`config.mk`:
```
export PLATFORM = sky130hd
export DESIGN_NAME = mul_arbiter
export DESIGN_NICKNAME = d
export VERILOG_FILES = /design/src/rtl/mul_arb_pkg.sv /design/src/rtl/mul_core.sv /design/src/rtl/mul_arbiter.sv
export SDC_FILE = /design/constraint.sdc
export NUM_CORES = 1
export LEC_CHECK = 0
export CAP_MARGIN = 15
export CORE_MARGIN = 8
export CORE_UTILIZATION = 47
export CTS_CLUSTER_SIZE = 24
export DETAILED_ROUTE_END_ITERATION = 10
export GPL_TIMING_DRIVEN = 0
export PLACE_DENSITY = 0.88
export SLEW_MARGIN = 0
export SYNTH_ARGS = -nofsm -noshare
export SYNTH_HDL_FRONTEND = slang
export SYNTH_HIERARCHICAL = 1
export SYNTH_SLANG_ARGS = --single-unit
```
`constraint.sdc`:
```
create_clock -name clk -period 5.55 [get_ports clk]
set_input_delay 1.665 -clock clk [delete_from_list [all_inputs] [get_ports clk]]
set_output_delay 1.665 -clock clk [all_outputs]
set_load 0.01 [all_outputs]
```
`src/rtl/mul_arb_pkg.sv`:
```
// Shared constants for the two-requester multiplier arbiter.
// Holds the default operand width, requester IDs and counter width.
package mul_arb_pkg;

  localparam int   DEFAULT_W = 4;
  localparam int   CNT_W     = 8;
  localparam logic ID0       = 1'b0;
  localparam logic ID1       = 1'b1;

endpackage

```
`src/rtl/mul_core.sv`:
```
// Purely combinational unsigned W x W -> 2*W multiplier.
// Operands are zero-extended first so the full product is kept.
module mul_core #(
  parameter int W = 4
) (
  input  logic [W-1:0]   i_a,
  input  logic [W-1:0]   i_b,
  output logic [2*W-1:0] o_y
);

  assign o_y = (2*W)'(i_a) * (2*W)'(i_b);

endmodule

```
`src/rtl/mul_arbiter.sv`:
```
// Two requesters share one multiplier; round-robin on ties.
// Holds one result in a response register with a valid/ready drain handshake.
module mul_arbiter
  import mul_arb_pkg::*;
#(
  parameter int W = DEFAULT_W
) (
  input  logic             clk,
  input  logic             rst_n,
  input  logic             req0_valid,
  input  logic [W-1:0]     req0_a,
  input  logic [W-1:0]     req0_b,
  output logic             req0_ready,
  input  logic             req1_valid,
  input  logic [W-1:0]     req1_a,
  input  logic [W-1:0]     req1_b,
  output logic             req1_ready,
  output logic             rsp_valid,
  output logic             rsp_id,
  output logic [2*W-1:0]   rsp_y,
  input  logic             rsp_ready,
  output logic [CNT_W-1:0] cnt0,
  output logic [CNT_W-1:0] cnt1
);

  logic             r_rsp_valid;
  logic             r_rsp_id;
  logic [2*W-1:0]   r_rsp_y;
  logic             r_last_grant;
  logic [CNT_W-1:0] r_cnt0;
  logic [CNT_W-1:0] r_cnt1;

  logic             w_slot_free;
  logic             w_gnt_id;
  logic             w_grant_en;
  logic [W-1:0]     w_op_a;
  logic [W-1:0]     w_op_b;
  logic [2*W-1:0]   w_prod;

  // A grant always targets a valid requester, so grant_en doubles as "accept".
  always_comb begin
    w_slot_free = ~r_rsp_valid | rsp_ready;
    w_gnt_id    = ID0;
    if (req0_valid & req1_valid)
      w_gnt_id = ~r_last_grant;
    else if (req1_valid)
      w_gnt_id = ID1;
    w_grant_en  = rst_n & w_slot_free & (req0_valid | req1_valid);
    req0_ready  = w_grant_en & (w_gnt_id == ID0);
    req1_ready  = w_grant_en & (w_gnt_id == ID1);
    w_op_a      = '0;
    w_op_b      = '0;
    if (w_grant_en) begin
      w_op_a = (w_gnt_id == ID1) ? req1_a : req0_a;
      w_op_b = (w_gnt_id == ID1) ? req1_b : req0_b;
    end
  end

  mul_core #(.W(W)) u_mul_core (
    .i_a (w_op_a),
    .i_b (w_op_b),
    .o_y (w_prod)
  );

  always_ff @(posedge clk) begin
    if (!rst_n) begin
      r_rsp_valid  <= 1'b0;
      r_rsp_id     <= ID0;
      r_rsp_y      <= '0;
      r_last_grant <= ID1;
      r_cnt0       <= '0;
      r_cnt1       <= '0;
    end else if (w_grant_en) begin
      r_rsp_valid  <= 1'b1;
      r_rsp_id     <= w_gnt_id;
      r_rsp_y      <= w_prod;
      r_last_grant <= w_gnt_id;
      if (w_gnt_id == ID1)
        r_cnt1 <= r_cnt1 + CNT_W'(1);
      else
        r_cnt0 <= r_cnt0 + CNT_W'(1);
    end else if (rsp_ready) begin
      // Drain only clears valid; data and id stay for inspection.
      r_rsp_valid <= 1'b0;
    end
  end

  assign rsp_valid = r_rsp_valid;
  assign rsp_id    = r_rsp_id;
  assign rsp_y     = r_rsp_y;
  assign cnt0      = r_cnt0;
  assign cnt1      = r_cnt1;

endmodule

```
==> impl_metrics.yaml, run 1 <==
outcome:
  status: "finished clean"
pwr:
  total_power_uw: 353.6
  max-vdd-ir-drop_mv: 0.1186
  p_leak_nw: 0.9816
  powerDensity_nw_per_um2: 157.0
floorplanning:
  std_cell_rows: 21
  fp.dieH_um: 75.93
  die_w_um: 75.93
  ios: 49
  start_util: 0.4980
  die-area_sq_um: 5765
  coreArea_sq_um: 3390
worst_setup_path:
  cp_max_fo: 10
  worstSetupPathType: "in -> reg"
  rr_startpoint: "r_last_grant$_SDFFE_PN1P_"
  max_stage_delay_ns: 0.53
  end_kind: "register"
  cpMostUsedCell: "nand2_1"
  required_ns: 5.83
  crit_path_start_kind: "primary input"
  crit_path_start: "rsp_ready"
  slowest_stage: "fa_1"
  cp_data_arrival_time_ns: 5.57
  worstPathCellList: "clkdlybuf4s50_1, nand2b_1, nand4_2, inv_2, buf_4, a22o_1, nand2_1, fa_1, inv_1, fa_1, ha_1, a211oi_1, or4b_1, o2111ai_1, nand2_1, nand2_1"
sta:
  fin_crit_sh: 0.9518
  finalClockSkew_ns: 0.005277
  hold_slack_ns: 0.4700
  hold_viol_final: 0
  slew_violations: 0
  tightest_slew_ns: 0.5065
  setup_violations: 0
  clock.fmax_ghz: 0.1893
  period_needed_ns: 5.283
  slew_headroom: 0.6623
  rsz0062_at_grt: "false"
yosys:
  yosysSeqAreaShare: 0.3202
  async_flop_share: 0
  yosys-top-cells-area: "dfxtp_1 32%, ha_1 10%, nand2_1 6.2%, and2_1 4.8%, fa_1 4.7%"
  yosys_warnings: 6
  syn_avg_cell_area_sq_um: 8.837
  syn_nets: 230
  netlist_area_sq_um: 1688
  synth_top_area_frac: 0.3202
  ys.flop_type: "dfxtp_1"
  synth-seq-cells: 27
  synth_edf_count: 0
  syn_inst: 191
  netlist-cell-type-count: 45
  synth_area_leader_cell: "dfxtp_1"
clock_tree:
  ctsHtreeMaxLevel: 1
  clock_sinks: 27
  cts_inserted_buffers: 3
  postCtsSetupBuffers: 0
  ctsLongestPathBuffers: 2
  postCtsHoldBufs: 0
  path_clk_slew_ns: 0.13
  ctsResizeCount: 0
  tritoncts: "yes"
  root_buffer: "clkbuf_4"
  clkLatencyLatePin_ns: 0.33
cells_and_area:
  drive_gt1_frac: 0.05761
  final_common_cell: "clkdlybuf4s50_1"
  fin_util: 0.6645
  most-common-layout-cells: "48 x clkdlybuf4s50_1, 28 x nand2_1, 27 x dfxtp_1"
  nFillCells: 269
  n_antenna_cell: 0
  seq_area_sq_um: 540.5
  multiInputGateArea_sq_um: 1074
  final_cells: 289
  fin_area_sq_um: 2252
  syn2layout_area_growth_pct: 33.43
  nets: 283
drt:
  drt_iter0_markers: 71
  wl_per_cell_um: 13.69
  drtPass1Iterations: 4
  viasPerCell: 5.391
  ant_nets: 0
  drc: 0
  wirelength_um: 3957
  routed-via-count: 1558
place:
  io_buffers: 48
  dpl.cell_count: 285
  hpwl_um: 3232
  gp_congestion: 0.8036
  place_area_sq_um: 2226
global_route:
  grt_pass1_wl_um: 6962
  antenna_found_initial: 0
  grt_usage: 0.1398
  grt_max_degree: 15
  grt_pass1_vias: 1557
  grt_overflow: 0
worst_hold_path:
  worstHoldStart: "rsp_y[7]$_SDFFE_PN0P_"
  holdCritPathClass: "reg -> reg"
run:
  cap_violations: 0
report_power, final:
| group | switching [mW] | leakage, nW | internal, mW |
|---|---|---|---|
| registers | 0.00393 | 0.219 | 0.198 |
| clock network | 0.0570 | 0.0150 | 0.0282 |
| logic | 0.0310 | 0.748 | 0.0350 |
| total | 0.0920 | 0.982 | 0.262 |
cells by family after synthesis:
logic type                 count (synthesis)  synth area share
DFF                                       27            0.3202
and+or+nand+nor                           87            0.2824
AOI/OAI and AO/OA                         31            0.1305
xor gates and xnor gates                   7           0.03632
buffers and inverters                     15           0.04373
muxes                                      6           0.03558
adders and majority gates                 18            0.1512
layer usage:
metal	GRT usage	vias up	wire (um)
met5	0	-	0
met3	0.04245	6	203
met2	0.2476	35	1964
met1	0.1469	733	1710
li1	-	784	-
met4	0.06471	0	79
synth_stat cells, types with 3 or more instances:
| library cell | count |
|---|---|
| a21oi_1 | 7 |
| xnor2_1 | 5 |
| and3_1 | 3 |
| nand4_1 | 7 |
| ha_1 | 14 |
| and2_1 | 13 |
| mux2i_1 | 6 |
| dfxtp_1 | 27 |
| fa_1 | 4 |
| nand2b_1 | 3 |
| nand3_1 | 12 |
| nand2_1 | 28 |
| a22o_1 | 8 |
| inv_1 | 6 |
| nor2_1 | 10 |
worst paths after layout:
check,endpoint,slack (ns),cells after the start
worst min register to register,rsp_y[7]$_SDFFE_PN0P_,0.47,2
worst max register to register,rsp_y[7]$_SDFFE_PN0P_,1.73,15
worst max-delay path,rsp_y[7]$_SDFFE_PN0P_,0.27,16
worst min-delay path,rsp_y[7]$_SDFFE_PN0P_,0.47,2
state kept, by name (all words and copies together), names as in the netlist:
name	count
cnt1	8
cnt0	8
rsp_id	1
r_last_grant	1
rsp_y	8
rsp_valid	1
per-stage QoR:
step	TNS, ns	setup WS (ns)
2_1_floorplan	0	0.7760
3_3_place_gp	0	0.008830
3_5_place_dp	-0.08647	-0.06664
4_1_cts	0	0.2844
5_1_grt	0	0.01033
6_report	0	0.2673
layout make-up:
class,count,share of cell area
Multi-Input combinational cell,149,0.4767
Timing Repair Buffer,48,0.2133
Clock buffer,4,0.01167
Inverter,8,0.01333
Buffer,7,0.01944
Sequential cell,27,0.2400
Tap cell,46,0.02556
worst max-delay path: cells and delay by family:
kind / cells / cell delay (ns)
buffers and inverters: 4 / 0.88
adders and majority gates: 3 / 1.37
AOI/OAI and AO/OA: 3 / 0.44
and+or+nand+nor: 6 / 1.19
Power figures use the tool's default switching activity.
==> inputs of run 2 (changes only) <==
clock period = 4.9 ns   (was 5.55 ns; I/O delays follow)
==> run 2 against run 1 <==
Register-to-register slack worse by 0.35 ns. Non-clock buffer count is 1 higher. Clock skew is 0.00070 ns higher. Via count is 0.90% higher. Sequential power is 13% higher.
==> impl_metrics.yaml, run 2 (synthesis gave the netlist of run 1 again) <==
place:
  gp_congestion: 0.8036
  dpl.cell_count: 285
  io_buffers: 48
  dpl_worst_slack_ns: -0.5216
  hpwl_um: 3232
  place_area_sq_um: 2226
floorplanning:
  start_util: 0.4980
  std_cell_rows: 21
  ios: 49
  fp.dieH_um: 75.93
  die_w_um: 75.93
  coreArea_sq_um: 3390
  die-area_sq_um: 5765
clock_tree:
  cts_inserted_buffers: 3
  clock_sinks: 27
  ctsHtreeMaxLevel: 1
  root_buffer: "clkbuf_4"
  ctsLongestPathBuffers: 2
  clkLatencyLatePin_ns: 0.33
  tritoncts: "yes"
  path_clk_slew_ns: 0.13
  postCtsHoldBufs: 0
sta:
  setup_tns_ns: 0
  tightest_slew_ns: 0.5356
  fin_crit_sh: 0.9722
  finalClockSkew_ns: 0.005976
  setup_violations: 0
  hold_viol_final: 0
  worst_slack_ns: 0.1364
  clock.fmax_ghz: 0.2099
  slew_headroom: 0.6430
  slew_violations: 0
  hold_slack_ns: 0.4685
  period_needed_ns: 4.764
cells_and_area:
  final_common_cell: "clkdlybuf4s50_1"
  nets: 284
  final_cells: 290
  multiInputGateArea_sq_um: 1130
  most-common-layout-cells: "47 x clkdlybuf4s50_1, 28 x nand2_1, 27 x dfxtp_1"
  drive_gt1_frac: 0.09016
  syn2layout_area_growth_pct: 37.06
  fin_area_sq_um: 2313
  nFillCells: 259
  n_antenna_cell: 0
  seq_area_sq_um: 540.5
drt:
  wl_per_cell_um: 14.13
  drt_iter0_markers: 76
  drtPass1Iterations: 4
  routed-via-count: 1572
  route.layer.met1.wl_um: 1781
  route.met2.wl_um: 2030
  wirelength_um: 4097
  maxUsedRoutingLayer: "met4"
  drc: 0
  ant_nets: 0
  viasPerCell: 5.421
  route.met3.wl_um: 205
worst_setup_path:
  crit_path_start_kind: "primary input"
  cp_data_arrival_time_ns: 5.05
  required_ns: 5.18
  end_kind: "register"
  worstSetupPathType: "in -> reg"
  cp_max_fo: 16
global_route:
  grt_overflow: 0
  grt_pass1_vias: 1557
  grt_pass1_wl_um: 7010
  grt_max_degree: 15
  grt_usage: 0.1408
  antenna_found_initial: 0
pwr:
  p_leak_nw: 0.9995
  max-vdd-ir-drop_mv: 0.1348
  powerDensity_nw_per_um2: 175.6
run:
  cap_violations: 0
worst_hold_path:
  holdCritPathClass: "reg -> reg"
outcome:
  status: "finished clean"
run 2: worst max-delay path: stages:
cell and delay, ns:
clkdlybuf4s50_1 0.51, a21boi_2 0.19, and3_1 0.18, buf_4 0.23, a22o_1 0.21, nand2_1 0.09, fa_1 0.50, inv_1 0.05
fa_2 0.46, fa_1 0.48, a21o_2 0.23, a21oi_1 0.17, xnor2_1 0.13, nand2_1 0.07, nand2_1 0.07
run 2: stage by stage:
step	power (mW)	util
4_1_cts	0.4044	0.6711
3_3_place_gp	0.3073	0.6567
6_report	0.4061	0.6825
5_1_grt	0.4267	0.6825
3_5_place_dp	0.3089	0.6567
2_1_floorplan	0.2714	-
run 2: report_power, final:
| group | leakage, nW | total [mW] | switching [mW] | internal, mW |
|---|---|---|---|---|
| Combinational | 0.766 | 0.0806 | 0.0377 | 0.0429 |
| Clock | 0.0150 | 0.0962 | 0.0642 | 0.0320 |
| Sequential | 0.219 | 0.229 | 0.00470 | 0.225 |
| Total | 1.00 | 0.406 | 0.107 | 0.300 |
run 2: path summary, 6_finish.rpt:
path                      endpoint  depth (start not counted)                      start  slack (ns)
max          rsp_y[6]$_SDFFE_PN0P_                         15                 req1_valid        0.14
min          rsp_y[4]$_SDFFE_PN0P_                          2      rsp_y[4]$_SDFFE_PN0P_        0.47
max reg2reg  rsp_y[6]$_SDFFE_PN0P_                         15  r_last_grant$_SDFFE_PN1P_        1.38
min reg2reg  rsp_y[4]$_SDFFE_PN0P_                          2      rsp_y[4]$_SDFFE_PN0P_        0.47
run 2: layer usage:
layer,vias to the layer above,GRT usage
met5,-,0
met4,0,0.06471
met1,749,0.1469
li1,782,-
met3,6,0.04245
met2,35,0.2511
run 2: area by class of cell:
cell class,instances,area share
buffer,6,0.01406
clock buffer,4,0.01136
inverter,8,0.01406
multi-input combinational,149,0.4884
sequential,27,0.2336
tap,46,0.02488
timing repair buffer,50,0.2136
run 2: timing repair:
action                                  in CTS  in global routing
setup buffers                                0                  2
endpoints found under the setup margin       2                  2
cloned                                       0                  0
pin swaps                                    2                  2
resized for setup                            5                  5
